## src/rtl/ram_arb_pkg.sv

```systemverilog
// Shared definitions for the CPU/video SRAM arbiter: state encoding and
// fixed bus widths.
package ram_arb_pkg;

  localparam int ADR_W  = 20;  // byte address into the SRAM
  localparam int VADR_W = 18;  // video word address
  localparam int DATA_W = 32;

  typedef enum logic [1:0] {
    IDLE    = 2'b00,
    GNT_CPU = 2'b01,
    GNT_VID = 2'b10
  } state_t;

endpackage

```

## src/rtl/ram_arb.sv

```systemverilog
// Two-requester SRAM arbiter. The CPU and video fetch share a single SRAM
// controller. Grants alternate when both requesters are active, using a
// last-grant flag. The ram_* bus is a mux that the registered grant state
// selects, so a new grant reaches the controller in the same cycle that the
// state changes.
module ram_arb
  import ram_arb_pkg::*;
(
  input  logic              clk,
  input  logic              rst_n,
  input  logic              cpu_en,
  input  logic              cpu_ben,
  input  logic              cpu_wr,
  input  logic [ADR_W-1:0]  cpu_adr,
  input  logic [DATA_W-1:0] cpu_din,
  output logic [DATA_W-1:0] cpu_dout,
  output logic              cpu_wait,
  input  logic              vid_req,
  input  logic [VADR_W-1:0] vid_adr,
  output logic              vid_ack,
  output logic [DATA_W-1:0] vid_data,
  output logic [ADR_W-1:0]  ram_adr,
  output logic              ram_en,
  output logic              ram_ben,
  output logic              ram_wr,
  output logic [DATA_W-1:0] ram_din,
  input  logic [DATA_W-1:0] ram_dout,
  input  logic              ram_wait
);

  state_t state;
  logic   last_vid;   // 1 when the most recent completed access was video
  logic   cpu_done;
  logic   vid_done;

  // A CPU cycle only completes while the CPU still drives ram_en. A video
  // cycle always has ram_en high, so it completes as soon as the controller
  // releases wait, even if vid_req falls in that same cycle.
  assign cpu_done = (state == GNT_CPU) && cpu_en && !ram_wait;
  assign vid_done = (state == GNT_VID) && !ram_wait;

  // Grant FSM. Reset is asynchronous, so a reset in the middle of an access
  // drops the bus straight away and loses the access. On completion the
  // finishing side hands over to the other requester with no idle cycle.
  always_ff @(posedge clk or negedge rst_n) begin
    if (!rst_n) begin
      state    <= IDLE;
      last_vid <= 1'b0;
    end else begin
      unique case (state)
        IDLE: begin
          if (cpu_en && vid_req) state <= last_vid ? GNT_CPU : GNT_VID;
          else if (vid_req)      state <= GNT_VID;
          else if (cpu_en)       state <= GNT_CPU;
        end
        GNT_CPU: begin
          if (!cpu_en) begin
            state <= IDLE;                    // abort, last_vid untouched
          end else if (cpu_done) begin
            last_vid <= 1'b0;
            state    <= vid_req ? GNT_VID : IDLE;
          end
        end
        GNT_VID: begin
          if (vid_done) begin
            last_vid <= 1'b1;
            state    <= cpu_en ? GNT_CPU : IDLE;
          end else if (!vid_req) begin
            state <= IDLE;                    // abort, last_vid untouched
          end
        end
        default: state <= IDLE;
      endcase
    end
  end

  // SRAM bus mux, selected by the registered grant.
  always_comb begin
    ram_adr = '0;
    ram_en  = 1'b0;
    ram_ben = 1'b0;
    ram_wr  = 1'b0;
    ram_din = '0;
    unique case (state)
      GNT_CPU: begin
        ram_adr = cpu_adr;
        ram_en  = cpu_en;
        ram_ben = cpu_ben;
        ram_wr  = cpu_wr;
        ram_din = cpu_din;
      end
      GNT_VID: begin
        ram_adr = {vid_adr, 2'b00};
        ram_en  = 1'b1;
      end
      default: ;
    endcase
  end

  assign cpu_wait = cpu_en & ~((state == GNT_CPU) & ~ram_wait);
  assign cpu_dout = ram_dout;
  assign vid_data = ram_dout;
  assign vid_ack  = vid_done;

endmodule

```

## config.mk

```make
export PLATFORM = sky130hd
export DESIGN_NAME = ram_arb
export DESIGN_NICKNAME = d
export VERILOG_FILES = /design/src/rtl/ram_arb_pkg.sv /design/src/rtl/ram_arb.sv
export SDC_FILE = /design/constraint.sdc
export NUM_CORES = 1
export LEC_CHECK = 0
export BUFFER_PORTS_ARGS = -buffer_cell sky130_fd_sc_hd__buf_4
export CAP_MARGIN = 20
export CORE_AREA = 2 2 89 91
export CTS_BUF_LIST = sky130_fd_sc_hd__clkbuf_4 sky130_fd_sc_hd__clkbuf_8 sky130_fd_sc_hd__clkbuf_16
export DETAILED_ROUTE_END_ITERATION = 10
export DIE_AREA = 0 0 91 93
export SETUP_SLACK_MARGIN = 0.15
export SLEW_MARGIN = 10
export SYNTH_ARGS = -nofsm -noshare
export SYNTH_HDL_FRONTEND = slang
export SYNTH_SLANG_ARGS = --single-unit
```

## constraint.sdc

```tcl
create_clock -name clk -period 2.9 [get_ports clk]
set_input_delay 0.435 -clock clk [delete_from_list [all_inputs] [get_ports clk]]
set_output_delay 0.435 -clock clk [all_outputs]
set_load 0.01 [all_outputs]
```

==> flow_summary.json, run 1 <==
{
  "status": "completed",
  "maxCapViolCount": 0,
  "setup_viol": 0,
  "totalWireLength_um": 3980,
  "overflow": 0,
  "core_sq_mm": 0.00753,
  "slowest_stage": "and2_1",
  "crit_chain": "inv_1 -> ha_1 -> and2_1 -> a22o_1 -> buf_4",
  "dr.pass1.iters": 4,
  "skew_ns": 0.00149,
  "ir_drop_mv": 0.311,
  "syn2layout_area_growth_pct": 52.8,
  "hold_viol_final": 0,
  "max_freq_mhz": 410,
  "final_core_util_pct": 24.6,
  "critPathMaxFanout": 18,
  "async_reset_ff_share_pct": 100,
  "antenna_left": 0,
  "cts.reportedPaths.clkPinSlew_ns": 0.03,
  "top_layer": "met4",
  "synth_top_cell_by_area": "buf_4",
  "relSlewSlack_pct": 50.5,
  "drive_gt1_share_pct": 62.9,
  "mappedNetlistNets": 271,
  "tightest_slew_ns": 0.742,
  "min_period_ns": 2.44,
  "cts_setup_buffers": 0,
  "io_pins": 230,
  "synth_flop_cell": "dfrtp_1",
  "dpl.hpwl_um": 3400,
  "clk_latency_ns": 0.21,
  "met1_length_um": 1430,
  "synth_commonest_cells": "buf_4 (65), and2_1 (36), a22o_1 (19), buf_6 (4), ha_1 (4)",
  "synth_most_common_cell": "buf_4",
  "synth_area_leaders": "buf_4 (40%), and2_1 (19%), a22o_1 (14%)",
  "yosysSeqAreaShare_pct": 6.19,
  "vias": 1248,
  "initialDrtViolationCount": 18,
  "synth_compound_area_share_pct": 19.8,
  "via_per_inst": 3.83,
  "arrival_ns": 2.00,
  "start_util_pct": 16.1,
  "grt_pass1_vias": 1157,
  "synth_xor_xnor_area_share_pct": 0,
  "synthSimpleGateAreaFrac_pct": 23.6,
  "regToRegStartpoint": "state[1]",
  "fin_setup_tns_ns": 0,
  "gp_congestion": 0.700,
  "netlist.area_leader.share_pct": 40.2,
  "synth-seq-cells": 3,
  "leakage_nw": 1.00,
  "place_area_sq_mm": 0.00180,
  "yosysWarnings": 0,
  "port_buffers": 133,
  "met3WireLength_um": 569,
  "worst_ep_required_time_ns": 2.47,
  "reg2reg_to": "state[1]",
  "final_max_slew_viol_count": 0,
  "r2r_slack_ns": 1.22,
  "cpPeakStageDelay_ns": 0.63,
  "syn_inst": 158,
  "start_kind": "flop",
  "h-tree-depth": 1,
  "power.density_mw_per_mm2": 743,
  "worstSetupPathType": "reg -> out",
  "synth_top_family_by_area": "buffers and inverters",
  "post-route-cell-area_sq_mm": 0.00185,
  "cts_tree": "yes",
  "finalNetCount": 338,
  "clock-sinks": 3,
  "cts-root-buf": "clkbuf_8",
  "total_power_w": 0.00138,
  "synth_edf_count": 0,
  "synth.avg_cell_area_sq_um": 7.67,
  "n_fill_cell": 834,
  "ctsLongestPathBuffers": 2,
  "drt_drc_violations_left": 0,
  "antenna_cells": 0,
  "die_width_um": 91,
  "reg2regPathDepth": 7,
  "synth_mux_area_share_pct": 0,
  "min_path_type": "in -> async",
  "placementRows": 32,
  "synth_fa_ha_area_share_pct": 4.13,
  "antenna_found_initial": 0,
  "cts_resized": 0,
  "dieArea_sq_mm": 0.00846,
  "grt_max_degree": 42,
  "cts_buffers": 3,
  "synth_cell_types": 24,
  "synth_area_sq_mm": 0.00121,
  "holdBufCountCts": 0,
  "worstSetupEndpointType": "primary output",
  "grt_pass1_wl_um": 5730,
  "rsz0062_at_grt": "no",
  "fin_crit_sh_pct": 84.1,
  "die-height_um": 93,
  "drt-wirelength-per-cell_um": 12.2,
  "grt_usage_pct": 8.22,
  "wl_met2_um": 1950
}
-- sequential cells by signal, summed over array words and instances (netlist names) --
| register | cells |
|---|---|
| last_vid | 1 |
| state | 2 |
-- how the worst max path moves through the flow --
| stage | startpoint | end | slack [ns] | cells after the start |
|---|---|---|---|---|
| 2_1_floorplan | state[0] | ram_adr[10] | 1.07 | 6 |
| 3_3_place_gp | state[0] | ram_adr[7] | 0.74 | 5 |
| 3_5_place_dp | state[0] | ram_adr[7] | 0.67 | 5 |
| 4_1_cts | state[0] | ram_adr[7] | 0.45 | 5 |
| 5_1_grt | state[0] | ram_adr[15] | 0.27 | 5 |
| 6_report | state[0] | ram_adr[5] | 0.46 | 5 |
-- cell families after synthesis --
group                      count (synthesis)
AOI/OAI and AO/OA                         29
and+or+nand+nor                           46
adders and majority gates                  4
buffers and inverters                     76
DFF                                        3
-- placed cells by master, fill, tap and decap left out --
cell type  Yosys  final
clkbuf_8       0      3
dfrtp_1        3      3
and3_1         2      2
ha_1           4      4
a22oi_1        1      1
o21a_1         1      1
buf_4         65    135
o221ai_2       1      1
and2_1        36     36
a21boi_0       1      1
inv_1          3      3
nor2b_1        1      1
o22a_2         1      1
a21oi_1        3      3
nand2_1        1      1
and2b_1        1      1
a22o_1        19     19
clkbuf_4       0      1
nand2b_1       3      3
o22ai_1        1      1
nor2_1         1      1
nand4b_1       1      1
o21ai_0        1      1
-- stage by stage --
stage	hold WS, ns	setup slack [ns]	cells
final	0.00645	0.462	326
after global routing	0.00382	0.271	326
after CTS	0.00484	0.450	326
after detailed placement	0.229	0.671	322
after global placement	0.225	0.742	322
after floorplan	0.139	1.07	158
-- layout make-up --
| type | count | area, sq um | share of cell area (%) |
|---|---|---|---|
| Clock buffer | 4 | 48.8 | 2.63 |
| Sequential cell | 3 | 75.1 | 4.05 |
| Multi-Input combinational cell | 79 | 577 | 31.1 |
| Timing Repair Buffer | 135 | 1010 | 54.7 |
| Tap cell | 102 | 128 | 6.89 |
| Inverter | 3 | 11.3 | 0.608 |
-- layer usage --
layer	track usage (%)	up-vias
met5	0	-
met4	1.39	0
li1	-	589
met2	14.2	125
met1	9.01	532
met3	4.51	2
-- where the power goes --
group          switching (W)  internal [W]   total, W
clock              0.0000242      0.000103   0.000127
sequential         0.0000196     0.0000627  0.0000823
combinational       0.000542      0.000625    0.00117
-- worst max-delay path: cells and delay by family (launching register included) --
family / cells / cell delay (ns)
AND/OR/NAND/NOR: 1 / 0.63
adder cells (fa/ha/maj): 1 / 0.34
flip-flops: 1 / 0.38
buffers and inverters: 2 / 0.20
AO/OA/AOI/OAI: 1 / 0.24
No activity file was read; power rests on OpenSTA's default activity.
==> inputs of run 2 (changes only) <==
CORE_AREA = 2 2 88 90   (was 2 2 89 91)
DIE_AREA = 0 0 90 92   (was 0 0 91 93)
clock period = 2.1 ns   (was 2.9 ns; I/O delays follow)
==> run 2 against run 1 <==
Compared with the run above:
- register-to-register slack got worse by 0.75 ns
- clock power is 41% higher
- largest cell class unchanged
- total power is 60% higher
- global-route usage grew 1.6 points
- final area grew 5.2%
- sequential share of layout area shrank 0.20 points
- utilization increased by 1.6 points
- via count grew 4.2%
==> flow_summary.json, run 2 (synthesized netlist as in run 1, its figures left out) <==
{
  "status": "completed",
  "max_freq_mhz": 520,
  "cts_buffers": 3,
  "final_max_slew_viol_count": 0,
  "fin_crit_sh_pct": 91.6,
  "start_util_pct": 16.3,
  "totalWireLength_um": 4690,
  "io_pins": 230,
  "ctsLongestPathBuffers": 2,
  "critPathMaxFanout": 10,
  "fin_ws_ns": 0.177,
  "maxCapViolCount": 0,
  "worstSetupPathType": "reg -> out",
  "leakage_nw": 1.03,
  "arrival_ns": 1.61,
  "antenna_left": 0,
  "setup_viol": 0,
  "finalNetCount": 344,
  "relSlewSlack_pct": 88.0,
  "cts-root-buf": "clkbuf_8",
  "min_period_ns": 1.92,
  "die-height_um": 92,
  "grt_usage_pct": 9.81,
  "dpl.hpwl_um": 3400,
  "drive_gt1_share_pct": 66.5,
  "skew_ns": 0.00203,
  "cts_tree": "yes",
  "vias": 1301,
  "min_path_type": "in -> async",
  "placementRows": 32,
  "hold_viol_final": 0,
  "worst_ep_required_time_ns": 1.78,
  "dr.pass1.iters": 4,
  "tightest_slew_ns": 0.178,
  "grt_pass1_vias": 1269,
  "overflow": 0,
  "r2r_slack_ns": 0.47,
  "clk_latency_ns": 0.22,
  "regMostFlops": "state",
  "core_sq_mm": 0.00745,
  "cts.reportedPaths.clkPinSlew_ns": 0.03,
  "gp_congestion": 0.767,
  "holdWs_ns": 0.427,
  "antenna_cells": 0,
  "reg_top3": "state: 2 flops, last_vid: 1 flops",
  "clock-sinks": 3,
  "post-place-ws_ns": -0.0266,
  "layout_common_cells": "buf_4 (134), and2_1 (34), a22o_1 (19), and2_4 (5)",
  "ir_drop_mv": 0.762,
  "start_kind": "flop",
  "antenna_found_initial": 0,
  "via_per_inst": 3.92,
  "port_buffers": 133,
  "largest_reg_flops": 2,
  "dieArea_sq_mm": 0.00828,
  "layout_commonest_cell": "buf_4",
  "rsz0062_at_grt": "no",
  "initialDrtViolationCount": 20,
  "grt_max_degree": 42,
  "power.density_mw_per_mm2": 1130,
  "worstSetupEndpointType": "primary output",
  "drt_drc_violations_left": 0,
  "h-tree-depth": 1,
  "drt-wirelength-per-cell_um": 14.1,
  "die_width_um": 90,
  "grt_pass1_wl_um": 6500,
  "total_power_w": 0.00220,
  "syn2layout_area_growth_pct": 60.8
}
run 2: cell types whose count changed in the layout (fill, tap and decap cells not counted), sizes merged:
cell / delta
and2: +5
dlygate4sd3: +1
run 2: power breakdown:
group / total, W / internal (W) / switching, W
Combinational: 0.00190 / 0.00101 / 0.000882
Clock: 0.000179 / 0.000142 / 0.0000372
Sequential: 0.000120 / 0.0000865 / 0.0000334
Total: 0.00220 / 0.00124 / 0.000953
run 2: per-layer routing:
metal / global-route usage (%) / share of wire, %
met1: 10.5 / 37
met2: 17.0 / 49
met3: 5.26 / 13
met4: 2.31 / 1.1
met5: 0 / 0
run 2: final timing paths:
path / startpoint / cells past startpoint / endpoint
worst max register to register: state[1] / 7 / state[1]
worst min register to register: state[0] / 1 / state[0]
worst max-delay path: state[0] / 5 / ram_adr[7]
max in group asynchronous: rst_n / 2 / state[0]
min in group clk: vid_req / 3 / state[1]
worst min-delay path: rst_n / 2 / state[1]
run 2: timing repair:
item | in CTS | in global routing
pin swaps | 1 | 1
hold endpoints to repair | 3 | 0
gates resized for setup | 8 | 9
setup endpoints to repair | 18 | 57
gates cloned | 3 | 2
buffers inserted | 0 | 1
hold buffers | 1 | 0
run 2: final cells by class:
cell class | count | area [sq um]
Clock buffer | 4 | 48.8
Fill cell | 814 | 5500
Inverter | 3 | 11.3
Multi-Input combinational cell | 84 | 651
Sequential cell | 3 | 75.1
Tap cell | 102 | 128
Timing Repair Buffer | 136 | 1040
run 2: worst max-delay path: stages (launching register included):
cell and delay [ns]:
dfrtp_1 0.41, inv_2 0.12, ha_4 0.25, and2_2 0.24
a22o_1 0.24, buf_4 0.14
run 2: through the flow:
stage | instances | area [sq um] | setup TNS (ns) | utilization [%]
detailed placement | 321 | 1800 | -0.0266 | 24.1
floorplan | 158 | 1210 | 0 | -
CTS | 329 | 1890 | 0 | 25.4
finish | 332 | 1950 | 0 | 26.2
global route | 332 | 1950 | 0 | 26.2
global placement | 321 | 1800 | 0 | 24.1
==> inputs of run 3 (changes only) <==
PLACE_DENSITY_LB_ADDON = 0.12   (was not set)
==> run 3 against run 2 <==
Compared with the run above:
- critical path depth stayed put
- die area stayed put
- setup slack better by 0.052 ns
- sequential power is 8% lower
- via count is 4.8% lower
- final cell count is 0.90% lower
- hold slack better by 0.0016 ns
- routed wire length is 8.4% lower
==> flow_summary.json, run 3 (synthesized netlist as in run 1, its figures left out) <==
{
  "status": "completed",
  "cts.reportedPaths.clkPinSlew_ns": 0.03,
  "drt-wirelength-per-cell_um": 13.1,
  "cts-root-buf": "clkbuf_8",
  "final_cells": 329,
  "skew_ns": 0.000698,
  "seq_power_share_pct": 5.3,
  "grt_usage_pct": 9.53,
  "power.density_mw_per_mm2": 1080,
  "die-height_um": 92,
  "hold_viol_final": 0,
  "tightest_slew_ns": 0.185,
  "port_buffers": 133,
  "antenna_left": 0,
  "p_comb_share_pct": 86.3,
  "min_path_type": "in -> async",
  "initialDrtViolationCount": 22,
  "antenna_cells": 0,
  "leakage_nw": 1.02,
  "core_sq_mm": 0.00745,
  "relSlewSlack_pct": 87.6,
  "worst_ep_required_time_ns": 1.78,
  "worstSetupEndpointType": "primary output",
  "fin_crit_sh_pct": 89.1,
  "cts_tree": "yes",
  "syn2layout_area_growth_pct": 58.7,
  "min_period_ns": 1.87,
  "setup_viol": 0,
  "multi_input_area_sq_um": 626,
  "maxCapViolCount": 0,
  "register_area_sq_um": 75.1,
  "place_area_sq_mm": 0.00180,
  "drt_drc_violations_left": 0,
  "drive_gt1_share_pct": 65.6,
  "dr.pass1.iters": 4,
  "start_util_pct": 16.3,
  "layout_commonest_cell": "buf_4",
  "grt_pass1_wl_um": 6490,
  "p_switching_w": 0.000878,
  "final_max_slew_viol_count": 0,
  "dieArea_sq_mm": 0.00828,
  "total_power_w": 0.00209,
  "h-tree-depth": 1,
  "n_fill_cell": 837,
  "largest_reg_flops": 2,
  "critPathMaxFanout": 9,
  "reg_top3": "state: 2 flops, last_vid: 1 flops",
  "placementRows": 32,
  "antenna_found_initial": 0,
  "clkPwrFrac_pct": 8.4,
  "totalWireLength_um": 4290,
  "grt_pass1_vias": 1217,
  "p_int_w": 0.00121,
  "post-route-cell-area_sq_mm": 0.00192,
  "clk_latency_ns": 0.21,
  "clock-sinks": 3,
  "overflow": 0,
  "worstSetupPathType": "reg -> out",
  "dpl.hpwl_um": 3440,
  "dp.cells": 321,
  "ctsLongestPathBuffers": 2,
  "start_kind": "flop",
  "rsz0062_at_grt": "no",
  "ir_drop_mv": 0.329,
  "cts_buffers": 3,
  "vias": 1238,
  "via_per_inst": 3.76,
  "layout_common_cells": "buf_4 (134), and2_1 (34), a22o_1 (19)",
  "gp_congestion": 0.659,
  "switching_share_pct": 42.0,
  "finalNetCount": 341,
  "grt_max_degree": 42,
  "regMostFlops": "state",
  "die_width_um": 90,
  "io_pins": 230,
  "max_freq_mhz": 534,
  "arrival_ns": 1.56
}
run 3: cell count changes in the layout (fill, tap and decap cells not counted):
cell	before	now
and2_2	2	1
and2_4	5	3
inv_1	1	2
inv_2	2	1
run 3: metrics by stage:
step | worst slack (ns) | hold WS, ns | TNS [ns] | util, %
3_3_place_gp | -0.0293 | 0.109 | -0.0293 | 24.1
2_1_floorplan | 0.390 | 0.0194 | 0 | -
4_1_cts | 0.137 | 0.431 | 0 | 25.3
5_1_grt | 0.153 | 0.426 | 0 | 25.8
6_report | 0.229 | 0.428 | 0 | 25.8
3_5_place_dp | 0.0336 | 0.112 | 0 | 24.1
run 3: area by class of cell:
type,count,area share (%)
timing repair buffer,136,53.8
inverter,3,0.585
tap,102,6.63
sequential,3,3.90
multi-input combinational,81,32.5
clock buffer,4,2.54
run 3: final timing paths:
kind                           from     endpoint  cells after the start  slack, ns
min reg2reg                state[0]     state[0]                      1       0.58
max in group asynchronous     rst_n     state[1]                      2       1.57
min in group clk            vid_req     state[1]                      3       0.43
max                        state[0]  ram_adr[18]                      5       0.23
min                           rst_n     last_vid                      2       0.43
max reg2reg                state[1]     state[1]                      7       0.51
run 3: power groups by stage:
stage                     logic [W]  clock network (W)  registers [W]
final                       0.00180           0.000175       0.000111
after global routing        0.00195           0.000194       0.000115
after CTS                   0.00174           0.000180       0.000113
after detailed placement    0.00162                  0       0.000114
after global placement      0.00166                  0       0.000113
after floorplan             0.00102                  0       0.000107
run 3: what timing repair did:
item                       4_1_cts  5_1_grt
hold buffers                     1        0
cloned                           2        0
pin swaps                        1        1
setup endpoints to repair       18       26
setup buffers                    0        1
hold endpoints to repair         3        0
resized for setup                7        7
run 3: critical path: stages (launching register included):
cell and delay (ns):
dfrtp_1 0.41, inv_2 0.12, ha_4 0.24, and2_2 0.24, a22o_1 0.20, buf_4 0.14
run 3: routing by layer:
layer	vias up	track usage [%]	wire length, um
li1	597	-	-
met1	547	9.70	1540
met2	88	17.4	2270
met3	6	5.34	464
met4	0	1.54	20
met5	-	0	0
